<file path="src/rtl/multicycle_ctrl.sv">
// -----------------------------------------------------------------------------
// multicycle_ctrl
//   Main sequencing FSM of the multi-cycle core. It walks each instruction
//   through fetch, decode, execute, memory and writeback. It performs
//   valid/ready handshakes with the instruction and data memory ports, and it
//   halts on ebreak, a bus error or a handshake timeout. It also keeps the cycle
//   and retired-instruction counters that the simulation harness reads.
//
// Ports
//   clk, rst          rising-edge clock; asynchronous active-low reset
//   imem_req_valid    fetch request (Moore, FETCH)
//   imem_req_ready    fetch request accepted
//   imem_rsp_valid    instruction word valid (sampled only in IWAIT)
//   imem_rsp_err      fetch bus error, qualified by imem_rsp_valid
//   dec_is_mem        load/store flag, sampled in EXEC
//   dec_wen           rd write flag, sampled in WB
//   dec_ebreak        ebreak flag, sampled in WB
//   lsu_req_valid     data request (Moore, MEM)
//   lsu_req_ready     data request accepted
//   lsu_rsp_valid     load data / store ack valid (sampled only in MWAIT)
//   lsu_rsp_err       data bus error, qualified by lsu_rsp_valid
//   ir_wen            instruction register load strobe
//   rf_wen            register-file write strobe
//   pc_wen            PC update strobe
//   state             current state code, for debug
//   halted            core stopped
//   halt_cause        0 none, 1 ebreak, 2 bus error, 3 timeout
//   cycle_cnt         active cycles (not IDLE, not HALT)
//   instret_cnt       retired instructions
// -----------------------------------------------------------------------------
module multicycle_ctrl #(
  parameter int CNT_W   = 32,
  parameter int TIMEOUT = 256
) (
  input  logic             clk,
  input  logic             rst,
  output logic             imem_req_valid,
  input  logic             imem_req_ready,
  input  logic             imem_rsp_valid,
  input  logic             imem_rsp_err,
  input  logic             dec_is_mem,
  input  logic             dec_wen,
  input  logic             dec_ebreak,
  output logic             lsu_req_valid,
  input  logic             lsu_req_ready,
  input  logic             lsu_rsp_valid,
  input  logic             lsu_rsp_err,
  output logic             ir_wen,
  output logic             rf_wen,
  output logic             pc_wen,
  output logic [3:0]       state,
  output logic             halted,
  output logic [1:0]       halt_cause,
  output logic [CNT_W-1:0] cycle_cnt,
  output logic [CNT_W-1:0] instret_cnt
);

  typedef enum logic [3:0] {
    IDLE   = 4'd0,
    FETCH  = 4'd1,
    IWAIT  = 4'd2,
    DECODE = 4'd3,
    EXEC   = 4'd4,
    MEM    = 4'd5,
    MWAIT  = 4'd6,
    WB     = 4'd7,
    HALT   = 4'd8
  } state_t;

  localparam logic [1:0] CAUSE_EBREAK  = 2'd1;
  localparam logic [1:0] CAUSE_BUS_ERR = 2'd2;
  localparam logic [1:0] CAUSE_TIMEOUT = 2'd3;

  // The wait counter never has to hold more than TIMEOUT-1, because a handshake
  // state is always left at that count.
  localparam int              WAIT_W    = (TIMEOUT > 2) ? $clog2(TIMEOUT) : 1;
  localparam logic [WAIT_W-1:0] WAIT_LAST = WAIT_W'(TIMEOUT - 1);

  state_t             state_reg, state_next;
  logic [1:0]         cause_reg, cause_next;
  logic [WAIT_W-1:0]  wait_reg, wait_next;
  logic [CNT_W-1:0]   cycle_reg, instret_reg;
  logic               timed_out;
  logic               in_wait_state;

  assign timed_out     = (wait_reg == WAIT_LAST);
  assign in_wait_state = (state_reg == FETCH) || (state_reg == IWAIT) ||
                         (state_reg == MEM)   || (state_reg == MWAIT);

  // Next state and strobes. Within a handshake state the priority is
  // error > completion > timeout, so a completion on the last allowed cycle
  // still proceeds normally.
  always_comb begin
    state_next     = state_reg;
    cause_next     = cause_reg;
    imem_req_valid = 1'b0;
    lsu_req_valid  = 1'b0;
    ir_wen         = 1'b0;
    rf_wen         = 1'b0;
    pc_wen         = 1'b0;
    case (state_reg)
      IDLE:   state_next = FETCH;
      FETCH: begin
        imem_req_valid = 1'b1;
        if (imem_req_ready) begin
          state_next = IWAIT;
        end else if (timed_out) begin
          state_next = HALT;
          cause_next = CAUSE_TIMEOUT;
        end
      end
      IWAIT: begin
        if (imem_rsp_valid && imem_rsp_err) begin
          state_next = HALT;
          cause_next = CAUSE_BUS_ERR;
        end else if (imem_rsp_valid) begin
          ir_wen     = 1'b1;
          state_next = DECODE;
        end else if (timed_out) begin
          state_next = HALT;
          cause_next = CAUSE_TIMEOUT;
        end
      end
      DECODE: state_next = EXEC;
      EXEC:   state_next = dec_is_mem ? MEM : WB;
      MEM: begin
        lsu_req_valid = 1'b1;
        if (lsu_req_ready) begin
          state_next = MWAIT;
        end else if (timed_out) begin
          state_next = HALT;
          cause_next = CAUSE_TIMEOUT;
        end
      end
      MWAIT: begin
        if (lsu_rsp_valid && lsu_rsp_err) begin
          state_next = HALT;
          cause_next = CAUSE_BUS_ERR;
        end else if (lsu_rsp_valid) begin
          state_next = WB;
        end else if (timed_out) begin
          state_next = HALT;
          cause_next = CAUSE_TIMEOUT;
        end
      end
      WB: begin
        rf_wen = dec_wen;
        if (dec_ebreak) begin
          state_next = HALT;
          cause_next = CAUSE_EBREAK;
        end else begin
          pc_wen     = 1'b1;
          state_next = FETCH;
        end
      end
      HALT:   state_next = HALT;
      default: begin
        // Corrupted state code: stop the core and report it as a timeout.
        state_next = HALT;
        cause_next = CAUSE_TIMEOUT;
      end
    endcase
  end

  // The wait counter restarts whenever a handshake state is entered, and it
  // counts the cycles already spent in that state.
  always_comb begin
    wait_next = '0;
    if (in_wait_state && (state_next == state_reg)) begin
      wait_next = wait_reg + WAIT_W'(1);
    end
  end

  always_ff @(posedge clk or negedge rst) begin
    if (!rst) begin
      state_reg   <= IDLE;
      cause_reg   <= 2'd0;
      wait_reg    <= '0;
      cycle_reg   <= '0;
      instret_reg <= '0;
    end else begin
      state_reg <= state_next;
      cause_reg <= cause_next;
      wait_reg  <= wait_next;
      if ((state_reg != IDLE) && (state_reg != HALT)) begin
        cycle_reg <= cycle_reg + CNT_W'(1);
      end
      if (state_reg == WB) begin
        instret_reg <= instret_reg + CNT_W'(1);
      end
    end
  end

  assign state       = state_reg;
  assign halted      = (state_reg == HALT);
  assign halt_cause  = cause_reg;
  assign cycle_cnt   = cycle_reg;
  assign instret_cnt = instret_reg;

endmodule

</file>
<file path="config.mk">
export PLATFORM = sky130hd
export DESIGN_NAME = multicycle_ctrl
export DESIGN_NICKNAME = d
export VERILOG_FILES = /design/src/rtl/multicycle_ctrl.sv
export SDC_FILE = /design/constraint.sdc
export NUM_CORES = 1
export LEC_CHECK = 0
export BUFFER_PORTS_ARGS = -buffer_cell sky130_fd_sc_hd__buf_2
export CAP_MARGIN = 20
export CORE_MARGIN = 4
export CORE_UTILIZATION = 35
export CTS_BUF_LIST = sky130_fd_sc_hd__clkbuf_8
export DETAILED_ROUTE_END_ITERATION = 8
export HOLD_SLACK_MARGIN = 0.06
export PLACE_DENSITY_LB_ADDON = 0.3
export SYNTH_ARGS = -nofsm -noshare
export SYNTH_HDL_FRONTEND = slang
export SYNTH_SLANG_ARGS = --single-unit
</file>
<file path="constraint.sdc">
create_clock -name clk -period 3.5 [get_ports clk]
set_input_delay 0.525 -clock clk [delete_from_list [all_inputs] [get_ports clk]]
set_output_delay 0.525 -clock clk [all_outputs]
set_load 0.01 [all_outputs]
</file>
Word level (Yosys, flattened, before mapping) --
Index checks and enable logic that the tools add are counted.
Operators by class: add/sub/neg operators 3, equal/unequal tests 16, muxes and demuxes 28, bitwise gates (word level) 1, reductions and logical operators 11
Operator list (count):
- $add 32x1->32 const B | 2
- $mux 4 | 8
- $pmux 4 s8 | 1
- $mux 2 | 9
- $eq 4x3->1 const B | 4
- $pmux 2 s6 | 1
- $add 8x1->8 const B | 1
- $eq 4x2->1 const B | 2
- $eq 8x8->1 const B | 1
- $mux 1 | 8
- $mux 8 | 1
- $ne 2x2->1 const B | 3
- $ne 3x2->1 const B | 2
- $reduce_and 6->1 | 1
- $eq 4x1->1 const B | 1
- $eq 4x4->1 | 1
- $eq 4x4->1 const B | 1
- $logic_and 1x1->1 | 4
- $logic_not 4->1 | 1
- $ne 4x4->1 const B | 1
- $reduce_bool 4->1 | 1
- $reduce_or 4->1 | 1
- $logic_or 1x1->1 | 3
- $not 1->1 | 1
Storage, ports and cells: register bits 78, input bits 11, output and inout port bits 76, word-level logic and storage cells 64

Longest topological paths before layout --
depth after elaboration 8, depth in mapped cells 6, depth with buffers taken out 5

Least setup slack after synthesis --
OpenSTA, ideal clock, no wires.
path kind reg-to-reg, start point reg state_reg[2] (netlist: state[2]), end point reg wait_reg[0], library setup time 0.144 ns, data arrival time 1.811 ns, data required time 3.356 ns, slack 1.544 ns, cell stages (with the launch flop) 6, buffers on the path 1, period minus slack after synthesis 1.956 ns, cell sequence dfrtp_1 > buf_6 > or4b_4 > nor3_1 > o32a_2 > nor3_1
On the way: longest elaborated chain between the ends 7, elaborated cells between the ends (all ways) 22, classes of those cells eq/ne (8); mux (9); reduce/logical (5)
Ends and longest elaborated chain:
- from (decl) | RTL line 79 | state_t state_reg, state_next;
- from (signal assigned) | RTL line 182 | state_reg <= state_next;
- $mux 4
- $mux 4 (on tied branches) | RTL line 139, 116
- $mux 4 (on tied branches) | RTL line 136, 113
- $pmux 4 s8 | RTL line 101 | case (state_reg)
- $eq 4x4->1 | RTL line 169 | if (in_wait_state && (state_next == state_reg)) begin
- $logic_and 1x1->1 (*) | RTL line 169
- $mux 8 (*) | RTL line 169
- via wait_next[0] | RTL line 81 | logic [WAIT_W-1:0] wait_reg, wait_next;
- to (signal assigned) | RTL line 184 | wait_reg <= wait_next;
- to (decl) | RTL line 81
The timed path passes the listed nets; every way through them passes the cells marked *. A chain may end at the register's enable or synchronous reset.

Final worst setup path --
start point reg state_reg[2] (netlist: state[2]), end point out rf_wen
On the way: longest elaborated chain between the ends 2
Ends and longest elaborated chain:
- $eq 4x3->1 | RTL line 101
- $mux 1 | RTL line 101
- to (decl) | RTL line 49 | output logic rf_wen,
Every way passes these cells.

==> impl_metrics.env <==
export IMPL_finalPower_mw=1.80
export IMPL_fin_crit_sh=0.790
export IMPL_vdd_drop_max_v=0.000172
export IMPL_drt_total_wl_mm=9.29
export IMPL_power_density_mw_per_mm2=376
export IMPL_dp_hpwl_mm=6.43
export IMPL_fin_crit_ns=2.77
export IMPL_worst_setup_path_end_kind="output pin"
export IMPL_worstMarginPinSlew_ns=0.830
export IMPL_viasPerCell=5.29
export IMPL_numCtsBuffers=9
export IMPL_fmax_ghz=0.362
export IMPL_drive_above_1_share=0.271
export IMPL_placed_cells=579
export IMPL_hold_path_class="flop to flop"
export IMPL_synthCells=362
export IMPL_fin_nets=467
export IMPL_synthesis_nets=376
export IMPL_dieArea_sq_mm=0.0129
export IMPL_fillers=1058
export IMPL_synth_top_area_cell="dfrtp_1"
export IMPL_cp_start_kind="flop"
export IMPL_grt_use_total=0.150
export IMPL_fp_dieH_um=114
export IMPL_synth_most_common_cell="dfrtp_1"
export IMPL_synthesis_area_sq_mm=0.00391
export IMPL_routedWlPerCell_um=15.5
export IMPL_overflow=0
export IMPL_clock_skew_final_ns=0.00862
export IMPL_yosysTopAreaCellShare=0.499
export IMPL_timing_slew_headroom=0.440
export IMPL_synth_warnings=0
export IMPL_grt_pass1_wl_mm=15.7
export IMPL_ys_ff_latch=78
export IMPL_hold_violations=0
export IMPL_final_core_util=0.439
export IMPL_clk_latency_ns=0.35
export IMPL_dieWidth_um=114
export IMPL_synth_area_leaders="dfrtp_1 50%, xnor2_1 13%, nand4_1 5.8%, nand3_1 3.2%, nand2_1 2.4%"
export IMPL_first_pass_iters=4
export IMPL_p_leak_nw=2.20
export IMPL_cts_root_buf="clkbuf_8"
export IMPL_slew_viol_final=0
export IMPL_via_count=3163
export IMPL_rsz0062_at_grt="no"
export IMPL_ant_nets=0
export IMPL_synth_top_flop_cell="dfrtp_1"
export IMPL_yosysSeqAreaShare=0.499
export IMPL_syn2layout_area_growth_pct=22.2
export IMPL_grt_pass1_vias=3021
export IMPL_cap_violations=0
export IMPL_num_antenna_cells=0
export IMPL_antenna_found_initial=0
export IMPL_cts_tree="yes"
export IMPL_start_util=0.359
export IMPL_grt_start_max_net_pins=79
export IMPL_cts_clk_slew_worst_paths_ns=0.08
export IMPL_cts_buffer_depth=2
export IMPL_yosysUniqueCellTypes=47
export IMPL_synth_cells_most_frequent="78 x dfrtp_1, 60 x xnor2_1, 36 x nand4_1"
export IMPL_cp_required_ns=2.97
export IMPL_ctsHtreeMaxLevel=3
export IMPL_portBuffers=86
export IMPL_std_cell_rows=38
export IMPL_io_pins=87
export IMPL_drcViolationCount=0
export IMPL_cp_arrival_ns=2.24
export IMPL_setup_viol=0
export IMPL_outcome="finished clean"
export IMPL_tns_ns=0
export IMPL_globalplace_congestion=0.870
export IMPL_synthArstFlopShare=1.00
export IMPL_postCtsSetupBuffers=0
export IMPL_synth_edf_count=0
export IMPL_final_cells=598
export IMPL_drt_initial_drc_count=157
export IMPL_cp_max_fo=20
export IMPL_syn_avg_cell_area_sq_um=10.8
export IMPL_clock_sinks=78
export IMPL_core_area_sq_mm=0.0109
export IMPL_path_class="flop to output pin"
[through the flow]
stage | hold slack [ns] | setup slack (ns) | instance area [sq um]
6_report | 0.463 | 0.734 | 4780
3_5_place_dp | 0.463 | 1.09 | 4480
2_1_floorplan | 0.229 | 1.54 | 3910
5_1_grt | 0.504 | 0.520 | 4780
3_3_place_gp | 0.457 | 1.17 | 4480
4_1_cts | 0.376 | 0.704 | 4730
[logic make-up (layout without fill, tap and decap cells)]
logic type | after synthesis | after routing | synth area share
buffers and inverters | 22 | 118 | 0.0249
DFF | 78 | 78 | 0.499
xor gates and xnor gates | 68 | 68 | 0.152
AOI/OAI and AO/OA | 28 | 28 | 0.0630
and+or+nand+nor | 160 | 160 | 0.244
adders and majority gates | 3 | 3 | 0.00959
muxes | 3 | 3 | 0.00799
[area by class of cell]
class	count	area (sq um)	share of cell area
inverter	12	45.0	0.00942
clock inverter	5	104	0.0217
clock buffer	11	151	0.0317
timing repair buffer	90	492	0.103
sequential	78	1950	0.408
multi-input combinational	262	1860	0.390
tap	140	175	0.0366
[worst max-delay path, cell delays in order, from the launching register on]
cell,delay [ns]
dfrtp_1,0.75
nand2b_1,0.24
nor3_1,0.57
and2_1,0.21
buf_2,0.13
[power breakdown]
group	total (mW)	switching (mW)	internal [mW]
clock network	0.861	0.346	0.514
registers	0.900	0	0.900
logic	0.0359	0.0262	0.00973
total	1.80	0.372	1.42
[cell usage in the layout, fill, tap and decap left out, types with 2 or more instances in the layout]
cell       count
nand2b_1       3
o21ai_0        3
nand4b_1       3
inv_1         12
and2_1         3
nand2_1       25
o31a_1         2
o31ai_1        2
o311ai_0       2
dfrtp_1       78
a31oi_1        5
xnor2_1       60
a21oi_1        2
clkbuf_8      12
and4_1         6
buf_4          2
nor2_1        16
a211oi_1       2
buf_2         85
bufinv_16      3
mux2i_1        2
nand3_1       25
nand4_1       36
and3_1        14
nor3_2         8
nor4_1         5
ha_1           3
xor2_1         8
nor3_1         8
[layer usage]
layer | wire length [um] | GRT usage | share of wire
met2 | 4430 | 0.228 | 0.48
met1 | 4290 | 0.212 | 0.46
met3 | 417 | 0.0207 | 0.045
met4 | 150 | 0.0705 | 0.016
met5 | 0 | 0 | 0
[final timing paths]
kind | start | endpoint | slack, ns | cells past startpoint
worst max-delay path | state[2] | rf_wen | 0.73 | 4
min in group asynchronous | rst | cycle_cnt[24] | 0.56 | 2
worst min-delay path | instret_cnt[31] | instret_cnt[31] | 0.46 | 1
worst max register to register | state[2] | instret_cnt[28] | 1.27 | 4
worst min register to register | instret_cnt[31] | instret_cnt[31] | 0.46 | 1
max in group asynchronous | rst | instret_cnt[1] | 2.36 | 3
[what timing repair did]
action,4_1_cts,5_1_grt
hold buffers,0,1
resized for setup,0,0
endpoints found under the hold margin,0,14
Note: power is estimated with default switching activity, not from simulation.
